**src/rtl/icache_pkg.sv**
```systemverilog
// icache_pkg: shared types and width helpers for the set-associative icache.
//   - idx_w / woff_w / tag_w : address field widths derived from SETS and WORDS
//   - frame_t                : per-way lookup frame (valid + tag, tag zero-extended)
//   - state_t                : fill state machine encoding
package icache_pkg;

   typedef enum logic {
      IDLE = 1'b0,
      FILL = 1'b1
   } state_t;

   // Tag is carried at full address width so one frame type serves every
   // parameter set; stored tags are zero-extended into it.
   typedef struct packed {
      logic        valid;
      logic [31:0] tag;
   } frame_t;

   function automatic int idx_w(input int sets);
      return $clog2(sets);
   endfunction

   function automatic int woff_w(input int words);
      return $clog2(words);
   endfunction

   function automatic int tag_w(input int sets, input int words);
      return 30 - idx_w(sets) - woff_w(words);
   endfunction

endpackage

```
**src/rtl/icache_plru.sv**
```systemverilog
// icache_plru: per-set replacement state.
//   CLK, RST    : clock, synchronous active-high reset
//   clear       : return every set to the reset state (cache flush)
//   rd_idx      : set being looked up; victim is that set's replacement choice
//   upd_en      : mark upd_way of set upd_idx most-recently-used
// WAYS=1 keeps no state, WAYS=2 is true LRU, WAYS=4 is tree pseudo-LRU.
module icache_plru #(
   parameter int SETS = 8,
   parameter int WAYS = 2,
   localparam int IDX_W = $clog2(SETS),
   localparam int WAY_W = (WAYS > 1) ? $clog2(WAYS) : 1
) (
   input  logic             CLK,
   input  logic             RST,
   input  logic             clear,
   input  logic [IDX_W-1:0] rd_idx,
   output logic [WAY_W-1:0] victim,
   input  logic             upd_en,
   input  logic [IDX_W-1:0] upd_idx,
   input  logic [WAY_W-1:0] upd_way
);

   generate
      if (WAYS == 1) begin : g_dm
         assign victim = '0;
         logic unused_plru;
         assign unused_plru = ^{CLK, RST, clear, rd_idx, upd_en, upd_idx, upd_way};
      end else if (WAYS == 2) begin : g_lru
         // Bit holds the least-recently-used way of the set.
         logic [SETS-1:0] lru;
         always_ff @(posedge CLK) begin
            if (RST || clear)
               lru <= '0;
            else if (upd_en)
               lru[upd_idx] <= ~upd_way[0];
         end
         assign victim = lru[rd_idx];
      end else begin : g_tree
         // bit0: 0 -> victim in ways 0/1, 1 -> ways 2/3
         // bit1: victim within 0/1, bit2: victim within 2/3
         logic [2:0] tree [SETS];
         logic [2:0] cur;
         always_ff @(posedge CLK) begin
            if (RST || clear) begin
               for (int s = 0; s < SETS; s++) tree[s] <= '0;
            end else if (upd_en) begin
               tree[upd_idx][0] <= ~upd_way[1];
               if (!upd_way[1]) tree[upd_idx][1] <= ~upd_way[0];
               else             tree[upd_idx][2] <= ~upd_way[0];
            end
         end
         assign cur    = tree[rd_idx];
         assign victim = cur[0] ? {1'b1, cur[2]} : {1'b0, cur[1]};
      end
   endgenerate

endmodule

```
**src/rtl/icache_assoc.sv**
```systemverilog
// icache_assoc: parametrised set-associative instruction cache.
//   Datapath side: imemREN/imemaddr in, ihit/imemload out (hit same cycle),
//                  iflush invalidates every line in one cycle.
//   Memory side:   iREN/iaddr out, iwait/iload in; a miss fetches the whole
//                  block word by word, then the re-lookup hits.
//   CLK rising edge, RST synchronous active-high.
module icache_assoc
   import icache_pkg::*;
#(
   parameter int SETS  = 8,
   parameter int WAYS  = 2,
   parameter int WORDS = 2
) (
   input  logic        CLK,
   input  logic        RST,
   input  logic        imemREN,
   input  logic [31:0] imemaddr,
   output logic        ihit,
   output logic [31:0] imemload,
   input  logic        iflush,
   output logic        iREN,
   output logic [31:0] iaddr,
   input  logic        iwait,
   input  logic [31:0] iload
);

   localparam int IDX_W  = idx_w(SETS);
   localparam int WOFF_W = woff_w(WORDS);
   localparam int TAG_W  = tag_w(SETS, WORDS);
   localparam int CNT_W  = (WOFF_W > 0) ? WOFF_W : 1;
   localparam int WAY_W  = (WAYS > 1) ? $clog2(WAYS) : 1;
   localparam int LO     = 2 + WOFF_W;
   localparam logic [31:0] BLK_MASK = (32'd1 << LO) - 32'd1;

   // address fields of the current lookup
   logic [IDX_W-1:0] a_idx;
   logic [TAG_W-1:0] a_tag;
   logic [CNT_W-1:0] a_woff;
   logic             unused_addr;

   assign a_idx       = imemaddr[LO +: IDX_W];
   assign a_tag       = imemaddr[31 -: TAG_W];
   assign unused_addr = ^imemaddr[1:0];

   generate
      if (WOFF_W > 0) begin : g_woff
         assign a_woff = imemaddr[2 +: WOFF_W];
      end else begin : g_woff0
         assign a_woff = '0;
      end
   endgenerate

   // storage: only valid bits are reset
   logic [WAYS-1:0]  valid [SETS];
   logic [TAG_W-1:0] tags  [SETS][WAYS];
   logic [31:0]      data  [SETS][WAYS][WORDS];

   // fill context latched at the miss
   state_t           state, nxt;
   logic [31:0]      base;
   logic [WAY_W-1:0] fill_way;
   logic [CNT_W-1:0] cnt;
   logic [IDX_W-1:0] f_idx;
   logic [TAG_W-1:0] f_tag;

   assign f_idx = base[LO +: IDX_W];
   assign f_tag = base[31 -: TAG_W];

   // lookup
   frame_t           frame [WAYS];
   logic             hit_any;
   logic [WAY_W-1:0] hit_way;

   always_comb begin
      hit_any = 1'b0;
      hit_way = '0;
      for (int w = 0; w < WAYS; w++) begin
         frame[w] = '{valid: valid[a_idx][w], tag: 32'(tags[a_idx][w])};
         if (frame[w].valid && frame[w].tag == 32'(a_tag)) begin
            hit_any = 1'b1;
            hit_way = WAY_W'(w);
         end
      end
   end

   // victim: lowest invalid way first, replacement policy otherwise
   logic [WAY_W-1:0] plru_victim, victim;
   logic             found;

   always_comb begin
      victim = plru_victim;
      found  = 1'b0;
      for (int w = 0; w < WAYS; w++) begin
         if (!found && !valid[a_idx][w]) begin
            victim = WAY_W'(w);
            found  = 1'b1;
         end
      end
   end

   // flush suppresses both the hit and a new fill in the same cycle
   logic lookup, hit, miss, beat, last;

   assign lookup = (state == IDLE) && imemREN && !iflush && !RST;
   assign hit    = lookup && hit_any;
   assign miss   = lookup && !hit_any;
   assign beat   = (state == FILL) && !iwait && !iflush && !RST;
   assign last   = beat && (cnt == CNT_W'(WORDS - 1));

   icache_plru #(.SETS(SETS), .WAYS(WAYS)) u_plru (
      .CLK     (CLK),
      .RST     (RST),
      .clear   (iflush),
      .rd_idx  (a_idx),
      .victim  (plru_victim),
      .upd_en  (hit || last),
      .upd_idx (hit ? a_idx : f_idx),
      .upd_way (hit ? hit_way : fill_way)
   );

   // FSM: state register
   always_ff @(posedge CLK) begin
      if (RST) state <= IDLE;
      else     state <= nxt;
   end

   // FSM: next state
   always_comb begin
      nxt = state;
      case (state)
         IDLE:    if (miss) nxt = FILL;
         FILL:    if (iflush || last) nxt = IDLE;
         default: nxt = IDLE;
      endcase
   end

   // FSM: outputs
   always_comb begin
      ihit     = hit;
      imemload = hit ? data[a_idx][hit_way][a_woff] : '0;
      iREN     = (state == FILL);
      iaddr    = iREN ? base + (32'(cnt) << 2) : '0;
   end

   // fill context
   always_ff @(posedge CLK) begin
      if (RST) begin
         base     <= '0;
         fill_way <= '0;
         cnt      <= '0;
      end else if (miss) begin
         base     <= imemaddr & ~BLK_MASK;
         fill_way <= victim;
         cnt      <= '0;
      end else if (beat && !last) begin
         cnt      <= cnt + CNT_W'(1);
      end
   end

   // victim is invalidated up front so an aborted fill never leaves a
   // half-written line visible
   always_ff @(posedge CLK) begin
      if (RST || iflush) begin
         for (int s = 0; s < SETS; s++) valid[s] <= '0;
      end else if (miss) begin
         valid[a_idx][victim] <= 1'b0;
      end else if (last) begin
         valid[f_idx][fill_way] <= 1'b1;
      end
   end

   always_ff @(posedge CLK) begin
      if (beat) data[f_idx][fill_way][cnt] <= iload;
      if (last) tags[f_idx][fill_way]      <= f_tag;
   end

endmodule

```
**config.mk**
```make
export PLATFORM = sky130hd
export DESIGN_NAME = icache_assoc
export DESIGN_NICKNAME = d
export VERILOG_FILES = /design/src/rtl/icache_pkg.sv /design/src/rtl/icache_plru.sv /design/src/rtl/icache_assoc.sv
export SDC_FILE = /design/constraint.sdc
export NUM_CORES = 1
export LEC_CHECK = 0
export CELL_PAD_IN_SITES_DETAIL_PLACEMENT = 1
export CELL_PAD_IN_SITES_GLOBAL_PLACEMENT = 2
export CORE_ASPECT_RATIO = 1.5
export CORE_MARGIN = 8
export CORE_UTILIZATION = 45
export DETAILED_ROUTE_END_ITERATION = 10
export DONT_BUFFER_PORTS = 1
export GPL_ROUTABILITY_DRIVEN = 0
export GPL_TIMING_DRIVEN = 0
export PLACE_DENSITY = 0.84
export SETUP_SLACK_MARGIN = 0.02
export SYNTH_ARGS = -nofsm -noshare
export SYNTH_HDL_FRONTEND = slang
export SYNTH_HIERARCHICAL = 1
export SYNTH_SLANG_ARGS = --single-unit
```
**constraint.sdc**
```tcl
create_clock -name CLK -period 4 [get_ports CLK]
set_input_delay 0.6 -clock CLK [delete_from_list [all_inputs] [get_ports CLK]]
set_output_delay 0.6 -clock CLK [all_outputs]
set_load 0.03 [all_outputs]
```
======== Word level (Yosys, flattened, before mapping) ========
Memories as Yosys holds them, arrays and structs flattened.
Cells that the tools add are included.
storage, ports and cells
  register bits after elaboration ......... 40
  bits in latches ......................... 0
  RAM bits ................................ 1456
  memory bits (read-only) ................. 0
  memories kept ........................... 3
memories
  memory  depth  bits a word  read ports  clocked after memory_dff  wr ports  line                RTL
  data    8      128          1           0                         1         icache_assoc.sv:56  logic [31:0] data [SETS][WAYS][WORDS];
  tags    8      52           1           0                         1         icache_assoc.sv:55  logic [TAG_W-1:0] tags [SETS][WAYS];
  valid   8      2            1           0                         8         icache_assoc.sv:54  logic [WAYS-1:0] valid [SETS];
cells by class
  add/subtract/negate cells ............... 2
  multipliers ............................. 0
  divide/modulo/power cells ............... 0
  $lt $le $gt $ge ......................... 13
  equality and inequality tests ........... 2
  shifts and indexed selects .............. 0
  multiplexer cells ....................... 50
  bitwise operators ....................... 6
  reduce and logical (&&, ||, !) cells .... 30
operator list
  cell                                                        count
  2-to-1 mux 64 bit                                           4
  2-to-1 mux 32 bit                                           6
  2-to-1 mux 128 bit                                          1
  demux 64 bit (select 1 bit)                                 1
  == test 26 bit                                              2
  2-to-1 mux 52 bit                                           1
  adder 32 x 3 -> 32 bit                                      1
  demux 32 bit (select 1 bit)                                 1
  demux 26 bit (select 1 bit)                                 1
  2-to-1 mux 26 bit                                           1
  2-to-1 mux 1 bit                                            19
  logical AND 1 bit                                           18
  2-to-1 mux 2 bit                                            6
  2-to-1 mux 3 bit                                            3
  bitwise mux 8 bit                                           1
  >= comparator 2 bit, second input constant                  4
  less-than comparator 3 x 4 -> 1 bit, second input constant  2
  inverter 1 -> 2 bit                                         4
  zero test 1 bit                                             6
  OR reduction 2 bit                                          3
  less-than comparator 1 x 2 -> 1 bit, second input constant  2
  less-than comparator 2 x 1 -> 1 bit, second input constant  2
  binary-select mux 1 bit (select 3 bit)                      1
  demux 1 bit (select 3 bit)                                  1
  other kinds (7)                                             12

======== Longest topological paths before layout ========
Gate-level depths: netlist (run 1).
An unclocked memory read counts as a cell.
  depth after elaboration ................. 13
  mapped depth ............................ 18
  gate-level depth less buffers ........... 12

======== By module ========
The synthesis (run 1) kept the hierarchy.
by module, submodules not included
  module        times used  cells each  area each (um^2)  sequential area each (um^2)
  icache_assoc  1           2850        58157.0           44362.5
  icache_plru   1           39          416.6             160.2

======== Worst setup path before layout (run 1) ========
OpenSTA, ideal clock, no wires.
  kind .................................... input -> register
  from .................................... input imemaddr[3]
  to ...................................... register u_plru.g_lru.lru[0]
  data arrival time ....................... 3947 ps
  required time ........................... 3914 ps
  path slack .............................. -32 ps
  cell stages on the path ................. 15
  path through ............................ buf_4 > buf_4 > buf_4 > buf_2 > mux2i_1 > xor2_1 > nand4_1 > nor4_1 > and4_1 > nor2_2 > nor2_2 > mux2_2 > nor4b_1 > nor2_1 > a211oi_1
between the ends
  longest elaborated chain between the ends .. 12
  elaborated cells between the ends (all ways) .. 20
  classes of those cells .................. 2 x order compare; 2 x eq/ne; 8 x mux; 1 x bitwise; 5 x reduce/logical; 2 x memory
ends and longest elaborated chain
  item                                                                                                              line                 RTL
  start: declaration                                                                                                icache_assoc.sv:17   input logic [31:0] imemaddr,
  memory (8 x 52 bit)                                                                                               -
  == test 26 bit                                                                                                    icache_assoc.sv:79   if (frame[w].valid && frame[w].tag == 32'(a_tag)) begin
  logical AND 1 bit                                                                                                 icache_assoc.sv:79
  2-to-1 mux 1 bit                                                                                                  icache_assoc.sv:79
  2-to-1 mux 1 bit *                                                                                                icache_assoc.sv:79
  logical AND 1 bit *                                                                                               icache_assoc.sv:105  assign hit = lookup && hit_any;
  via ihit                                                                                                          icache_assoc.sv:18   output logic ihit,
  2-to-1 mux 3 bit                                                                                                  icache_assoc.sv:117  .upd_idx (hit ? a_idx : f_idx),
  less-than comparator 3 x 4 -> 1 bit (implied by the code) / >= comparator 3 x 1 -> 1 bit (equally long branches)  icache_plru.sv:35    lru[upd_idx] <= ~upd_way[0];
  logical AND 1 bit (implied by the code)                                                                           icache_plru.sv:35
  2-to-1 mux 1 bit (implied by the code)                                                                            icache_plru.sv:35
  demux 1 bit (select 3 bit)                                                                                        -
  bitwise mux 8 bit                                                                                                 icache_plru.sv:35
  end signal: indexed assignment                                                                                    icache_plru.sv:35
  end: declaration                                                                                                  icache_plru.sv:30    logic [SETS-1:0] lru;
Mark *: on every way through the listed nets, which the timed path passes. The rest lies on a longest branch.
A chain may end at the register's enable or synchronous reset.

======== Worst setup path after layout (run 1) ========
  from .................................... input imemaddr[3]
  to ...................................... output imemload[17]
between the ends
  longest elaborated chain between the ends .. 12
  elaborated cells between the ends (all ways) .. 19
  classes of those cells .................. 2 x eq/ne; 10 x mux; 1 x bitwise; 3 x reduce/logical; 3 x memory
ends and longest elaborated chain
  item                                                   line                 RTL
  memory (8 x 52 bit)                                    -
  == test 26 bit                                         icache_assoc.sv:79
  logical AND 1 bit                                      icache_assoc.sv:79
  2-to-1 mux 1 bit                                       icache_assoc.sv:79
  inverter 1 -> 2 bit (implied by the code)              icache_assoc.sv:140  imemload = hit ? data[a_idx][hit_way][a_woff] : '0;
  2-to-1 mux 64 bit (implied by the code) (3 in series)  icache_assoc.sv:140
  2-to-1 mux 32 bit (implied by the code) (3 in series)  icache_assoc.sv:140
  2-to-1 mux 32 bit *                                    icache_assoc.sv:140
  end: declaration                                       icache_assoc.sv:19   output logic [31:0] imemload,
Every way passes the cells marked *; elsewhere a longest branch is shown, timed or not. The select of a mux whose other input is x is not followed.

==> results_dict.tcl, run 1 <==
set metrics [dict create \
    status "finished with violations" \
    failed_checks "capacitance limit, slew limit, setup timing" \
    grt_pass1_vias 33000 \
    die_x_um 311 \
    min_delay_path_depth 3 \
    initial_utilization_pct 45.2 \
    io_buffers 0 \
    dieArea_um2 142000 \
    fmax_mhz 199 \
    synth_edf_count 1456 \
    power_density_nw_per_um2 466 \
    drt_pass1_iterations 7 \
    setup_slack_ns -1.02 \
    dp.cells 4661 \
    tns_ns -29.98 \
    final_cell_mix "edfxtp_1, mux4_2, nand2_1" \
    dp_hpwl_mm 116 \
    cellLeakagePower_nw 23.3 \
    grt_pass1_wl_mm 250 \
    r2r-start "tags[7][27]$_DFFE_PP_" \
    power_frac_comb_pct 4.8 \
    crit_arrival_ns 4.42 \
    grtUsageTotal_pct 24.7 \
    vias 31400 \
    numCtsBuffers 143 \
    stdcell_area_um2 70000 \
    cts_max_path_buffers 3 \
    cts_tree "done" \
    intPower_w 0.0256 \
    drc 0 \
    cp-end-kind "output port" \
    area_growth_pct 19.6 \
    cts_max_level 4 \
    clock_power_share_pct 42.4 \
    max-cap-violations 1 \
    root_buffer "clkbuf_16" \
    die_h_um 458 \
    skew_ns 0.0282 \
    hold_path.startpoint "iwait" \
    p_seq_share_pct 52.7 \
    drive_gt1_share_pct 30.8 \
    netlist_area_um2 58600 \
    cts.clk_slew.worst_paths_ns 0.06 \
    hold_end "cnt$_SDFFE_PP0P_" \
    reg2regPathDepth 12 \
    drt_iter0_drc 3447 \
    grt_start_max_net_pins 33 \
    p_sw_w 0.00704 \
    cp-start-kind "input port" \
    p_total_w 0.0326 \
    maxSlewHeadroom_pct -0.495 \
    hold_path_class "in2reg" \
    insertion_delay_ns 0.79 \
    clock-sinks 1496 \
    grt_antenna_before_repair 5 \
    synth_ff_type "edfxtp_1" \
    hold_violations 0 \
    ios 135 \
    synth_cells 2889 \
    grt_overflow 0 \
    rows 162 \
    rsz0062_at_grt "yes" \
    min_period_over_period_pct 125 \
    ys_ff_latch 1496 \
    vdd_drop_max_mv 0.467 \
    core_area_um2 130000 \
    dpl_cell_area_um2 62100 \
    nets 3248 \
    critPathRequiredTime_ns 3.40 \
    ys_warn_count 6 \
    timing.rr.end "u_plru/g_lru.lru[2]$_SDFFE_PP0P_" \
    ant_nets 0 \
    fin_cells 5015 \
    ys_types 56 \
    worst_pin_slew_ns 1.51 \
    viasPerCell 6.26 \
    synthArstFlopShare_pct 0 \
    rrSetupSlack_ns 0.03 \
    cp_max_fo 10 \
    crit_type "in2out" \
    n_antenna_cell 0 \
    post-route-min-period_ns 5.02 \
    yosysSeqAreaShare_pct 76.0 \
    avgRoutedWirePerCell_um 36.3 \
    syn_area_per_cell_um2 20.3 \
    setup_viol 33 \
    mostFrequentLayoutCell "edfxtp_1" \
    slew_violations 11 \
    routed_wl_mm 182 \
    switching_share_pct 21.6 \
]
[routing by layer]
metal	part of all wire, %	GRT usage (%)	vias up
met4	7.4	15.2	2
met1	33	27.4	16700
met5	0.0071	0	-
met3	7.8	5.15	513
li1	-	-	12400
met2	51	43.5	1781
[per-stage QoR]
stage,setup WS [ns],hold slack (ns),util [%]
after global routing,-1.02,0.0916,54.1
after floorplan,0.0489,0.455,-
after detailed placement,-2.56,0.495,48.0
final,-1.02,0.107,54.1
after CTS,-1.08,0.0545,53.5
after global placement,-2.58,0.479,46.9
[flip-flops by register name, summed over array words and instances (netlist names)]
register          cells
data               1024
tags                416
base                 29
valid                16
u_plru/g_lru.lru      8
cnt                   1
fill_way              1
iREN                  1
[power by group through the flow]
stage / clock network, W / logic [W] / registers (W)
finish: 0.0139 / 0.00157 / 0.0172
global route: 0.0144 / 0.00162 / 0.0172
CTS: 0.0139 / 0.00152 / 0.0172
detailed placement: 0 / 0.00117 / 0.0176
global placement: 0 / 0.00113 / 0.0175
floorplan: 0 / 0.000759 / 0.0175
[synth_stat cells (all sizes together) (9+ instances only)]
| master | count | area share [%] |
|---|---|---|
| dfxtp | 40 | 1.4 |
| o31ai | 9 | 0.12 |
| mux2i | 189 | 3.2 |
| mux4 | 316 | 12 |
| clkbuf | 76 | 0.49 |
| a32o | 20 | 0.34 |
| and2 | 36 | 0.38 |
| nand3 | 56 | 0.49 |
| a221oi | 26 | 0.46 |
| nor3 | 9 | 0.085 |
| mux2 | 16 | 0.31 |
| nand2b | 9 | 0.096 |
| o22ai | 9 | 0.096 |
| a31oi | 21 | 0.22 |
| edfxtp | 1456 | 75 |
| a22o | 12 | 0.18 |
| and3 | 9 | 0.096 |
| nor2 | 109 | 0.72 |
| a21oi | 32 | 0.27 |
| xnor2 | 9 | 0.13 |
| buf | 89 | 0.99 |
| nand2 | 208 | 1.3 |
| a22oi | 18 | 0.23 |
| xor2 | 32 | 0.48 |
[cell families after synthesis]
group,count (synthesis),synth area share [%]
multiplexers,521,15.7
other,1,0.00640
XOR/XNOR,41,0.613
buffers and inverters,168,1.50
AND/OR/NAND/NOR,478,3.76
flip-flops,1496,76.0
AO/OA/AOI/OAI,184,2.41
[worst max path at each step]
stage | from | endpoint | slack (ns) | cells past startpoint
global route | imemaddr[3] | imemload[0] | -1.02 | 14
global placement | RST | data[5][17]$_DFFE_PP_ | -2.58 | 9
CTS | tags[2][24]$_DFFE_PP_ | imemload[12] | -1.08 | 12
detailed placement | imemaddr[5] | imemload[27] | -2.56 | 14
floorplan | RST | data[3][0]$_DFFE_PP_ | 0.05 | 9
finish | imemaddr[3] | imemload[17] | -1.02 | 14
[timing repair]
item                                     CTS  global route
hold buffers                              58             0
endpoints found under the setup margin   340           120
pin swaps                                 41            62
resized for setup                        286           128
cloned                                     2             4
setup buffers                             16            17
endpoints found under the hold margin   1050             0
[cell type report]
type                       instances  area (um2)
buffer                           165        1250
sequential                      1496       44500
tap                             1722        2150
clock inverter                    78         828
fill                           11200       59500
multi-input combinational       1226       14900
clock buffer                     181        3900
inverter                           3        11.3
timing repair buffer             144        2430
[worst max-delay path, cell delays in order]
cell,delay [ns]
buf_4,0.17
buf_6,0.18
nor2_4,0.34
buf_2,0.38
a22oi_1,0.15
a21oi_1,0.40
o22ai_1,0.17
nor4_2,0.33
and4_4,0.36
buf_12,0.18
o21ai_2,0.20
buf_6,0.25
a31oi_2,0.33
a32o_2,0.33
Power figures use the tool's default switching activity.
==> inputs of run 2 (changes only) <==
==> constraint.sdc (replaced) <==
create_clock -name CLK -period 4 [get_ports CLK]
set_input_delay 0.8 -clock CLK [delete_from_list [all_inputs] [get_ports CLK]]
set_output_delay 0.8 -clock CLK [all_outputs]
set_load 0.03 [all_outputs]
==> run 2 against run 1 <==
Clock power hardly changed; register-to-register slack worse by 0.15 ns; the flow finishes with violations (setup timing); critical path type unchanged; critical path depth stayed put; highest routed layer is now met4; die area stayed put.
==> results_dict.tcl, run 2 (synthesis gave the netlist of run 1 again) <==
set metrics [dict create \
    status "finished with violations" \
    failed_checks "setup timing" \
    vias 31200 \
    setup_viol 41 \
    cts_max_level 4 \
    clock-sinks 1496 \
    regArea_um2 44500 \
    multi_input_area_um2 14800 \
    tns_ns -38.15 \
    stdcell_area_um2 69700 \
    cellLeakagePower_nw 23.1 \
    dieArea_um2 142000 \
    hold_violations 0 \
    cts_tree "done" \
    drt_iter0_drc 3271 \
    cts.clk_slew.worst_paths_ns 0.06 \
    critPathRequiredTime_ns 3.20 \
    cp-end-kind "output port" \
    fmax_mhz 191 \
    reg_top3 "data (1024), tags (416), base (29)" \
    grt_pass1_vias 33100 \
    area_growth_pct 19.0 \
    crit_type "in2out" \
    cp-start-kind "input port" \
    grt_pass1_wl_mm 248 \
    core_area_um2 130000 \
    dp_hpwl_mm 117 \
    r2r-start "tags[4][22]$_DFFE_PP_" \
    cts_max_path_buffers 3 \
    insertion_delay_ns 0.79 \
    nets 3242 \
    cts_hold_buf 0 \
    maxSlewHeadroom_pct 11.5 \
    rsz0062_at_grt "yes" \
    slew_violations 0 \
    fill_cells 11200 \
    final_cell_mix "edfxtp_1, mux4_2, nand2_1" \
    die_h_um 458 \
    ios 135 \
    root_buffer "clkbuf_16" \
    cp_max_fo 10 \
    initial_utilization_pct 45.2 \
    viasPerCell 6.21 \
    ant_nets 0 \
    die_x_um 311 \
    largest_reg_flops 1024 \
    drc 0 \
    regMostFlops "data" \
    worst_pin_slew_ns 1.33 \
    max-cap-violations 0 \
    setup_slack_ns -1.24 \
    rows 162 \
    min_period_over_period_pct 131 \
    crit_arrival_ns 4.44 \
    hold_path.startpoint "iload[0]" \
    cp-startpoint "imemaddr[5]" \
    mostFrequentLayoutCell "edfxtp_1" \
    routed_wl_mm 181 \
    numCtsBuffers 145 \
    grtUsageTotal_pct 24.5 \
    grt_overflow 0 \
    drive_gt1_share_pct 30.6 \
    dpl_cell_area_um2 62300 \
    grt_antenna_before_repair 3 \
    vdd_drop_max_mv 0.595 \
    hold_path_class "in2reg" \
    io_buffers 0 \
    grt_start_max_net_pins 33 \
    power_density_nw_per_um2 465 \
    post-route-min-period_ns 5.24 \
    avgRoutedWirePerCell_um 36.1 \
    drt_pass1_iterations 5 \
    skew_ns 0.0349 \
]
## run 2: cell types whose count changed in the layout (fill, tap and decap cells not counted), sizes merged, moves of 2 or more
cell         previous run  this run
dlygate4sd3            28         0
inv                    10        14
clkbuf                262       272
buf                   200       222
clkinv                 53        48
diode                   0         2
## run 2: repair_timing
item	4_1_cts	5_1_grt
hold endpoints to repair	0	0
pin swaps	60	62
gates cloned	3	3
buffers inserted	38	46
endpoints found under the setup margin	391	354
resized for setup	293	66
## run 2: area by class of cell
| type | instances | area share (%) |
|---|---|---|
| flip-flops and latches | 1496 | 63.9 |
| repair buffers | 137 | 2.97 |
| diodes | 2 | 0.00718 |
| inverters | 3 | 0.0162 |
| multi-input cells | 1226 | 21.3 |
| clock inverters | 76 | 1.22 |
| plain buffers | 164 | 1.95 |
| clock buffers | 194 | 5.60 |
| well taps | 1722 | 3.09 |
## run 2: report_power, final
part	switching (W)	internal, W
clock	0.00608	0.00779
sequential	0.0000531	0.0172
combinational	0.000791	0.000540
total	0.00692	0.0255
## run 2: layer usage
metal / GRT usage [%] / vias up / share of wire, %
li1: - / 12400 / -
met1: 25.8 / 16500 / 32
met2: 43.6 / 1823 / 52
met3: 5.94 / 500 / 8.2
met4: 15.8 / 0 / 7.3
met5: 0 / - / 0
## run 2: metrics by stage
| stage | util [%] | worst slack, ns | hold slack (ns) | cells | power [W] |
|---|---|---|---|---|---|
| 3_5_place_dp | 48.1 | -2.85 | 0.497 | 4660 | 0.0187 |
| 2_1_floorplan | - | -0.225 | 0.455 | 2890 | 0.0183 |
| 6_report | 53.8 | -1.24 | 0.0892 | 5020 | 0.0324 |
| 4_1_cts | 53.2 | -1.16 | 0.0459 | 4971 | 0.0325 |
| 3_3_place_gp | 47.0 | -2.74 | 0.472 | 4612 | 0.0187 |
| 5_1_grt | 53.8 | -1.23 | 0.0653 | 5020 | 0.0331 |
## run 2: worst paths after layout
kind,to,slack (ns),cells after the start
setup / recovery,imemload[21],-1.24,14
hold / removal,data[4][0]$_DFFE_PP_,0.09,0
setup reg to reg,u_plru/g_lru.lru[1]$_SDFFE_PP0P_,-0.12,14
hold reg to reg,u_plru/g_lru.lru[3]$_SDFFE_PP0P_,0.50,2
## run 2: critical path, stage by stage
cell	delay [ns]
buf_4	0.19
buf_12	0.18
buf_8	0.17
mux4_2	0.35
mux2i_4	0.25
xor2_2	0.19
nand4_1	0.23
nor4_4	0.36
and4_4	0.40
buf_12	0.22
buf_16	0.17
mux2i_4	0.38
nand2_1	0.12
a32o_2	0.37
